**src/rtl/lcd_msg_scheduler.sv**
```systemverilog
// Round-robin arbiter for LCD message requests. A granted message is held on screen
// for a minimum time, and the display falls back to the idle banner if no new request arrives.
module lcd_msg_scheduler #(
  parameter int NUM_REQ        = 4,
  parameter int MSG_W          = 4,
  parameter int HOLD_CYCLES    = 50_000_000,
  parameter int TIMEOUT_CYCLES = 250_000_000,
  parameter int IDLE_MSG       = 0,
  parameter int CNT_W          = 28
) (
  input  logic                     iCLK,
  input  logic                     iRST_N,
  input  logic [NUM_REQ-1:0]       iREQ,
  input  logic [NUM_REQ*MSG_W-1:0] iREQ_MSG,
  output logic [NUM_REQ-1:0]       oGNT,
  output logic [MSG_W-1:0]         oMENSAJE,
  output logic [2:0]               oOWNER,
  output logic                     oOWNER_VLD,
  output logic                     oBUSY
);

  localparam logic [CNT_W-1:0] HOLD_LAST    = CNT_W'(HOLD_CYCLES - 1);
  localparam logic [CNT_W-1:0] TIMEOUT_LAST = CNT_W'(TIMEOUT_CYCLES - 1);
  localparam logic [2:0]       LAST_REQ     = 3'(NUM_REQ - 1);

  typedef enum logic [1:0] {
    ST_IDLE,
    ST_HOLD,
    ST_OPEN
  } state_t;

  state_t           state;
  logic [CNT_W-1:0] cnt;
  logic [2:0]       ptr;

  logic             win_vld;
  logic [2:0]       win_idx;
  logic             do_grant;
  logic [MSG_W-1:0] win_msg;

  // Lowest set bit at or above the pointer wins; if none, the lowest set bit overall (wrap-around).
  always_comb begin
    win_vld = 1'b0;
    win_idx = '0;
    for (int j = NUM_REQ - 1; j >= 0; j--) begin
      if (iREQ[j]) begin
        win_vld = 1'b1;
        win_idx = 3'(j);
      end
    end
    for (int j = NUM_REQ - 1; j >= 0; j--) begin
      if (iREQ[j] && (j >= int'(ptr))) begin
        win_idx = 3'(j);
      end
    end
  end

  always_comb begin
    do_grant = 1'b0;
    case (state)
      ST_IDLE: do_grant = win_vld;
      ST_HOLD: do_grant = win_vld && (cnt == HOLD_LAST);
      ST_OPEN: do_grant = win_vld;
      default: do_grant = 1'b0;
    endcase
  end

  assign win_msg = iREQ_MSG[int'(win_idx)*MSG_W +: MSG_W];

  always_ff @(posedge iCLK or negedge iRST_N) begin
    if (!iRST_N) begin
      state      <= ST_IDLE;
      cnt        <= '0;
      ptr        <= '0;
      oGNT       <= '0;
      oMENSAJE   <= MSG_W'(IDLE_MSG);
      oOWNER     <= '0;
      oOWNER_VLD <= 1'b0;
      oBUSY      <= 1'b0;
    end else begin
      oGNT <= '0;
      if (do_grant) begin
        state      <= ST_HOLD;
        cnt        <= '0;
        ptr        <= (win_idx == LAST_REQ) ? 3'd0 : win_idx + 3'd1;
        oGNT       <= NUM_REQ'(1) << win_idx;
        oMENSAJE   <= win_msg;
        oOWNER     <= win_idx;
        oOWNER_VLD <= 1'b1;
        oBUSY      <= 1'b1;
      end else begin
        case (state)
          ST_HOLD: begin
            cnt <= cnt + CNT_W'(1);
            if (cnt == HOLD_LAST) begin
              state <= ST_OPEN;
              oBUSY <= 1'b0;
            end
          end
          ST_OPEN: begin
            if (cnt == TIMEOUT_LAST) begin
              state      <= ST_IDLE;
              cnt        <= '0;
              oMENSAJE   <= MSG_W'(IDLE_MSG);
              oOWNER_VLD <= 1'b0;
            end else begin
              cnt <= cnt + CNT_W'(1);
            end
          end
          ST_IDLE: cnt <= '0;
          default: begin
            state <= ST_IDLE;
            cnt   <= '0;
            oBUSY <= 1'b0;
          end
        endcase
      end
    end
  end

endmodule

```
**config.mk**
```make
export PLATFORM = sky130hd
export DESIGN_NAME = lcd_msg_scheduler
export DESIGN_NICKNAME = d
export VERILOG_FILES = /design/src/rtl/lcd_msg_scheduler.sv
export SDC_FILE = /design/constraint.sdc
export NUM_CORES = 1
export LEC_CHECK = 0
export ABC_AREA = 1
export CAP_MARGIN = 20
export CORE_ASPECT_RATIO = 0.9
export CORE_MARGIN = 2
export CORE_UTILIZATION = 55
export DETAILED_ROUTE_END_ITERATION = 10
export GPL_TIMING_DRIVEN = 0
export PLACE_DENSITY = 0.81
export SLEW_MARGIN = 0
export SYNTH_ARGS = -nofsm -noshare
export SYNTH_HDL_FRONTEND = slang
export SYNTH_SLANG_ARGS = --single-unit
```
**constraint.sdc**
```tcl
create_clock -name iCLK -period 2 [get_ports iCLK]
set_clock_uncertainty 0.2 [all_clocks]
set_input_delay 0.5 -clock iCLK [delete_from_list [all_inputs] [get_ports iCLK]]
set_output_delay 0.5 -clock iCLK [all_outputs]
set_load 0.01 [all_outputs]
```
=== Yosys cells after proc, flatten, opt, wreduce, memory -nomap -nowiden ===
Cells that the tools add are included.
Widths: inputs -> output; s select.

* Bits in registers: 46
* Output and inout port bits: 13
* Logic and storage cells: 68

* Add/subtract/negate cells: 2
* $lt $le $gt $ge: 4
* Eq/ne operators: 9
* Shift-type cells: 2
* Mux-type cells: 31
* Reduce and logical (&&, ||, !) cells: 12

{| class="wikitable"
|+ Operator list
! cell !! count
|-
| $mux 28 || 2
|-
| $pmux 28 s2 || 1
|-
| $add 28x1->28 const B || 1
|-
| $eq 28x26->1 const B || 1
|-
| $eq 28x28->1 const B || 1
|-
| $mux 3 || 8
|-
| $mux 4 || 4
|-
| $shiftx 16x6->4 || 1
|-
| $mux 1 || 9
|-
| $mux 2 || 4
|-
| $ge 1x3->1 const A || 2
|-
| $ge 2x3->1 const A || 2
|-
| $ne 3x3->1 const B || 2
|-
| $pmux 2 s3 || 1
|-
| $logic_and 1x1->1 || 5
|-
| $pmux 1 s2 || 2
|-
| $reduce_and 2->1 || 2
|-
| $reduce_bool 2->1 || 2
|-
| $shl 1x3->4 const A || 1
|-
| $add 3x1->3 const B || 1
|-
| $eq 3x2->1 const B || 1
|-
| $reduce_and 3->1 || 1
|-
| $eq 2x1->1 const B || 1
|-
| $eq 2x2->1 const B || 1
|-
| 4 further kinds || 4
|}

=== Depth between registers and ports, before layout ===
* Depth in word-level cells: 10
* Mapped depth: 12

=== Least setup slack after synthesis ===
OpenSTA, ideal clock, no wires.

* Kind: input-to-reg
* From: input port iREQ[0]
* To: register ptr[1]
* Arrival time: 1564 ps
* Data required time: 1684 ps
* Slack: 120 ps
* Cell stages on the path: 9
* Cells stage by stage: inv_1 -> nor3_1 -> inv_1 -> nand2_1 -> buf_4 -> clkinv_1 -> ha_1 -> nand2_1 -> nand2_1

* Cells in the longest elaborated chain, start to end: 7
* Elaborated cells between the ends (all ways): 12
* Classes of those cells: add/sub: 1; eq/ne: 1; mux: 8; reduce/logical: 2

{| class="wikitable"
|+ Ends and longest elaborated chain
! item !! RTL line !! text
|-
| from (decl) || 13 || <nowiki>input logic [NUM_REQ-1:0] iREQ,</nowiki>
|-
| $mux 3 || 46 || <nowiki>if (iREQ[j]) begin</nowiki>
|-
| $mux 3 (3 in a row) || 52 || <nowiki>if (iREQ[j] && (j >= int'(ptr))) begin</nowiki>
|-
| $mux 3 (*) || 52 ||
|-
| named net win_idx[0] || 37 || <nowiki>logic [2:0] win_idx;</nowiki>
|-
| $add 3x1->3 / $eq 3x2->1 (equally long branches) || 85 || <nowiki>ptr <= (win_idx == LAST_REQ) ? 3'd0 : win_idx + 3'd1;</nowiki>
|-
| $mux 3 (*) || 85 ||
|-
| to (signal assigned) || 85 ||
|-
| to (decl) || 34 || <nowiki>logic [2:0] ptr;</nowiki>
|}

The timed path passes the listed nets; every way through them passes the cells marked *.
A chain may end at the register's enable or synchronous reset.

=== Final worst setup path ===
* From: register cnt[16]
* To: register cnt[5]

* Cells in the longest elaborated chain, start to end: 4
* Elaborated cells between the ends (all ways): 7
* Classes of those cells: eq/ne: 2; mux: 4; reduce/logical: 1

{| class="wikitable"
|+ Ends and longest elaborated chain
! item !! RTL line !! text
|-
| from (decl) || 33 || <nowiki>logic [CNT_W-1:0] cnt;</nowiki>
|-
| from (signal assigned) || 94 || <nowiki>cnt <= cnt + CNT_W'(1);</nowiki>
|-
| from (signal assigned) || 107 || <nowiki>cnt <= cnt + CNT_W'(1);</nowiki>
|-
| $eq 28x28->1 / $eq 28x26->1 (equally long branches) || 101, 62 ||
|-
| $mux 28 / $logic_and 1x1->1 (equally long branches) || 101, 62 ||
|-
| $pmux 28 s2 / $pmux 1 s2 (equally long branches) || 92, 60 ||
|-
| $mux 28 (*) || 82 || <nowiki>if (do_grant) begin</nowiki>
|}

Mark *: on every way between the ends. The rest lies on a longest branch, timed or not.

==> reports/results.ini <==
[yosys]
synthTopCellsByArea = dfrtp_1 41%, nand2_1 9.6%, xor2_1 6.8%, inv_1 6.3%, nor2_2 5.8%
synth_edf_count = 0
yosys_warnings = 0
seq_area_frac_synth_pct = 41.0
ys_ff_latch = 44
synth_ff_type = dfrtp_1
post_synth_num_cell_types = 32
async_reset_ff_share_pct = 100
synth_top_cell_by_area = dfrtp_1
synth_fp_nets = 368
synth.most_common_cell = nand2_1
synth_top_cell_area_share_pct = 41.0
avgSynthCellArea_sq_um = 7.97
postSynthCellCount = 337
synthTopCellsByCount = 69 x nand2_1, 45 x inv_1, 44 x dfrtp_1, 36 x nor2_1, 25 x nor2_2
synth_area_sq_mm = 0.00269

[timing]
finalSetupViolations = 10
rsz0062_at_grt = yes
fmax_ghz = 0.495
hold_viol = 0
finalMaxSlewViolations = 0
setup_ws_ns = -0.0220
post-route-period-util_pct = 101
finalCriticalPeriod_ns = 2.02

[floorplanning]
core_region_area_sq_mm = 0.00477
fp-row-count = 24
die_w_um = 77.7
fp.dieArea_sq_mm = 0.00546
die-height_um = 70.3
io_pins = 35
initial_core_util_pct = 56.2

[worst_setup_path]
rr_startpoint = cnt[16]$_DFF_PN0_
critical_path_depth = 9
critical_path_required_ns = 1.99
cp-start-kind = flip-flop
end_kind = flip-flop
cp_num_buf_inv = 2
reg2reg_setup_slack_ns = -0.02
max_stage_delay_ns = 0.42
r2r-end = cnt[5]$_DFF_PN0_
slowest_stage = dfrtp_1
path_max_fanout = 8
path_cells = inv_2, nand2_1, nor3_1, nand3_2, nor2_4, o21ai_2, nand3_4, clkbuf_16, nor2_4
critPathArrivalTime_ns = 2.01
crit_family = simple AND/OR/NAND/NOR gates
path_class = flip-flop to flip-flop
path_common_cell = nor2_4
worstRegToRegCells = 9

[min_path]
min_to = oBUSY$_DFFE_PN0P_
min_from = oBUSY$_DFFE_PN0P_
min_path_type = flip-flop to flip-flop
hold_path_depth = 2

[global_route]
grt_first_pass_wirelength_mm = 9.74
grt_pass1_vias = 2253
antenna_found_initial = 0
overflow = 0
track_usage_pct = 22.1
grt_max_degree = 30

[cells_and_area]
drive_gt1_share_pct = 28.6
final_nets = 428
layout.cells.non_filler = 463
area_growth_pct = 38.4
diodes = 0

[route]
vias_per_cell = 5.34
met2_wirelength_mm = 3.58
drt-met1-wl_mm = 2.88
first_iter_violations = 230
drtPass1Iterations = 6
top_layer_used = met4
wire_per_inst_um = 15.4
antenna_left = 0
drc = 0
dr_wl_met3_um = 492
vias = 2474
drt_wl_total_mm = 7.15

[clock_tree]
cts_tree = done
htreeDepth = 2
clockBufferDepth = 2
numClockSinks = 44
cts_buffers = 5
cts-root-buf = clkbuf_8
clkLatencyLatePin_ns = 0.30
clk_pin_slew_ns = 0.09

[run_status]
violations = setup timing
status = finished with violations

[pwr]
power_density_mw_per_mm2 = 1040
power_leakage_uw = 0.00160
ir_drop_uv = 791
p_total_uw = 3850

[run]
maxCapViolCount = 0

[placed_design]
hpwl_mm = 4.26
dpl.cell_count = 436
port_buffers = 33
gp_congestion = 0.922
preCtsSetupSlack_ns = -0.611

## flip-flops by register name, indices dropped and copies added, names as in the netlist
| name | cells |
|---|---|
| oOWNER | 2 |
| cnt | 28 |
| oBUSY | 1 |
| state | 2 |
| oGNT | 4 |
| oOWNER_VLD | 1 |
| oMENSAJE | 4 |
| ptr | 2 |
## area by class of cell
| class | instances | area, sq um |
|---|---|---|
| inverters | 47 | 194 |
| clock inverters | 3 | 46.3 |
| clock buffers | 5 | 68.8 |
| flip-flops and latches | 44 | 1100 |
| well taps | 65 | 81.3 |
| multi-input cells | 241 | 1600 |
| fillers | 295 | 1060 |
| plain buffers | 5 | 63.8 |
| repair buffers | 53 | 556 |
## cells by family (layout without fill, tap and decap cells)
kind of cell / count (synthesis) / after routing / share of synthesized area, %
XOR/XNOR: 23 / 23 / 7.50
AND/OR/NAND/NOR: 191 / 191 / 34.6
buffers and inverters: 52 / 113 / 8.81
adder cells (fa/ha/maj): 9 / 9 / 4.19
flip-flops: 44 / 44 / 41.0
other: 1 / 1 / 0.140
AO/OA/AOI/OAI: 17 / 17 / 3.77
## where the power goes
part	leakage, uW	switching, uW	internal (uW)
logic	0.000964	1100	897
registers	0.000584	108	1040
clock network	0.0000548	326	377
total	0.00160	1530	2310
## worst max path at each step
| stage | startpoint | to | slack, ns |
|---|---|---|---|
| 2_1_floorplan | iREQ[0] | ptr[1]$_DFFE_PN0N_ | 0.12 |
| 3_3_place_gp | iRST_N | oGNT[2]$_DFF_PN0_ | -0.88 |
| 3_5_place_dp | iREQ[0] | ptr[1]$_DFFE_PN0N_ | -0.61 |
| 4_1_cts | cnt[10]$_DFF_PN0_ | cnt[26]$_DFF_PN0_ | 0.004 |
| 5_1_grt | cnt[0]$_DFF_PN0_ | cnt[18]$_DFF_PN0_ | -0.11 |
| 6_report | cnt[16]$_DFF_PN0_ | cnt[5]$_DFF_PN0_ | -0.02 |
## metrics by stage
| step | util (%) | instance area, sq um | hold WS, ns | setup TNS [ns] |
|---|---|---|---|---|
| after floorplan | - | 2690 | 0.00441 | 0 |
| after global placement | 64.9 | 3100 | 0.249 | -52.91 |
| after CTS | 70.1 | 3350 | 0.290 | 0 |
| final | 77.9 | 3720 | 0.292 | -0.181 |
| after detailed placement | 65.2 | 3110 | 0.240 | -15.51 |
| after global routing | 77.9 | 3720 | 0.337 | -2.48 |
## cells in the final DEF, fill, tap and decap left out, types with 10 or more instances in the layout
| cell | count |
|---|---|
| nand2_1 | 65 |
| dfrtp_1 | 42 |
| inv_1 | 37 |
| clkdlybuf4s50_1 | 28 |
| nor2_4 | 27 |
| nor2_1 | 23 |
| nand3_1 | 21 |
| xor2_1 | 18 |
| buf_4 | 13 |
| nor2_2 | 12 |
| nand2_2 | 10 |
| nor3_1 | 10 |
## repair_timing
action,4_1_cts,5_1_grt
endpoints found under the hold margin,15,0
resized for setup,19,68
pin swaps,4,18
setup endpoints to repair,44,44
cloned,0,2
buffers inserted,8,8
hold buffers,1,0
## layer usage
metal  track usage (%)  vias to the layer above
met4              4.96                        0
met2              34.8                      113
met5                 0                        -
li1                  -                     1170
met1              30.6                     1172
met3              5.68                       19
## worst register-to-register path, cell delays in order, from the launching register on
cell and delay, ns:
dfrtp_1 0.42, inv_2 0.09, nand2_1 0.09, nor3_1 0.30, nand3_2 0.16, nor2_4 0.14
o21ai_2 0.09, nand3_4 0.18, clkbuf_16 0.22, nor2_4 0.03
Note: power is estimated with default switching activity, not from simulation.
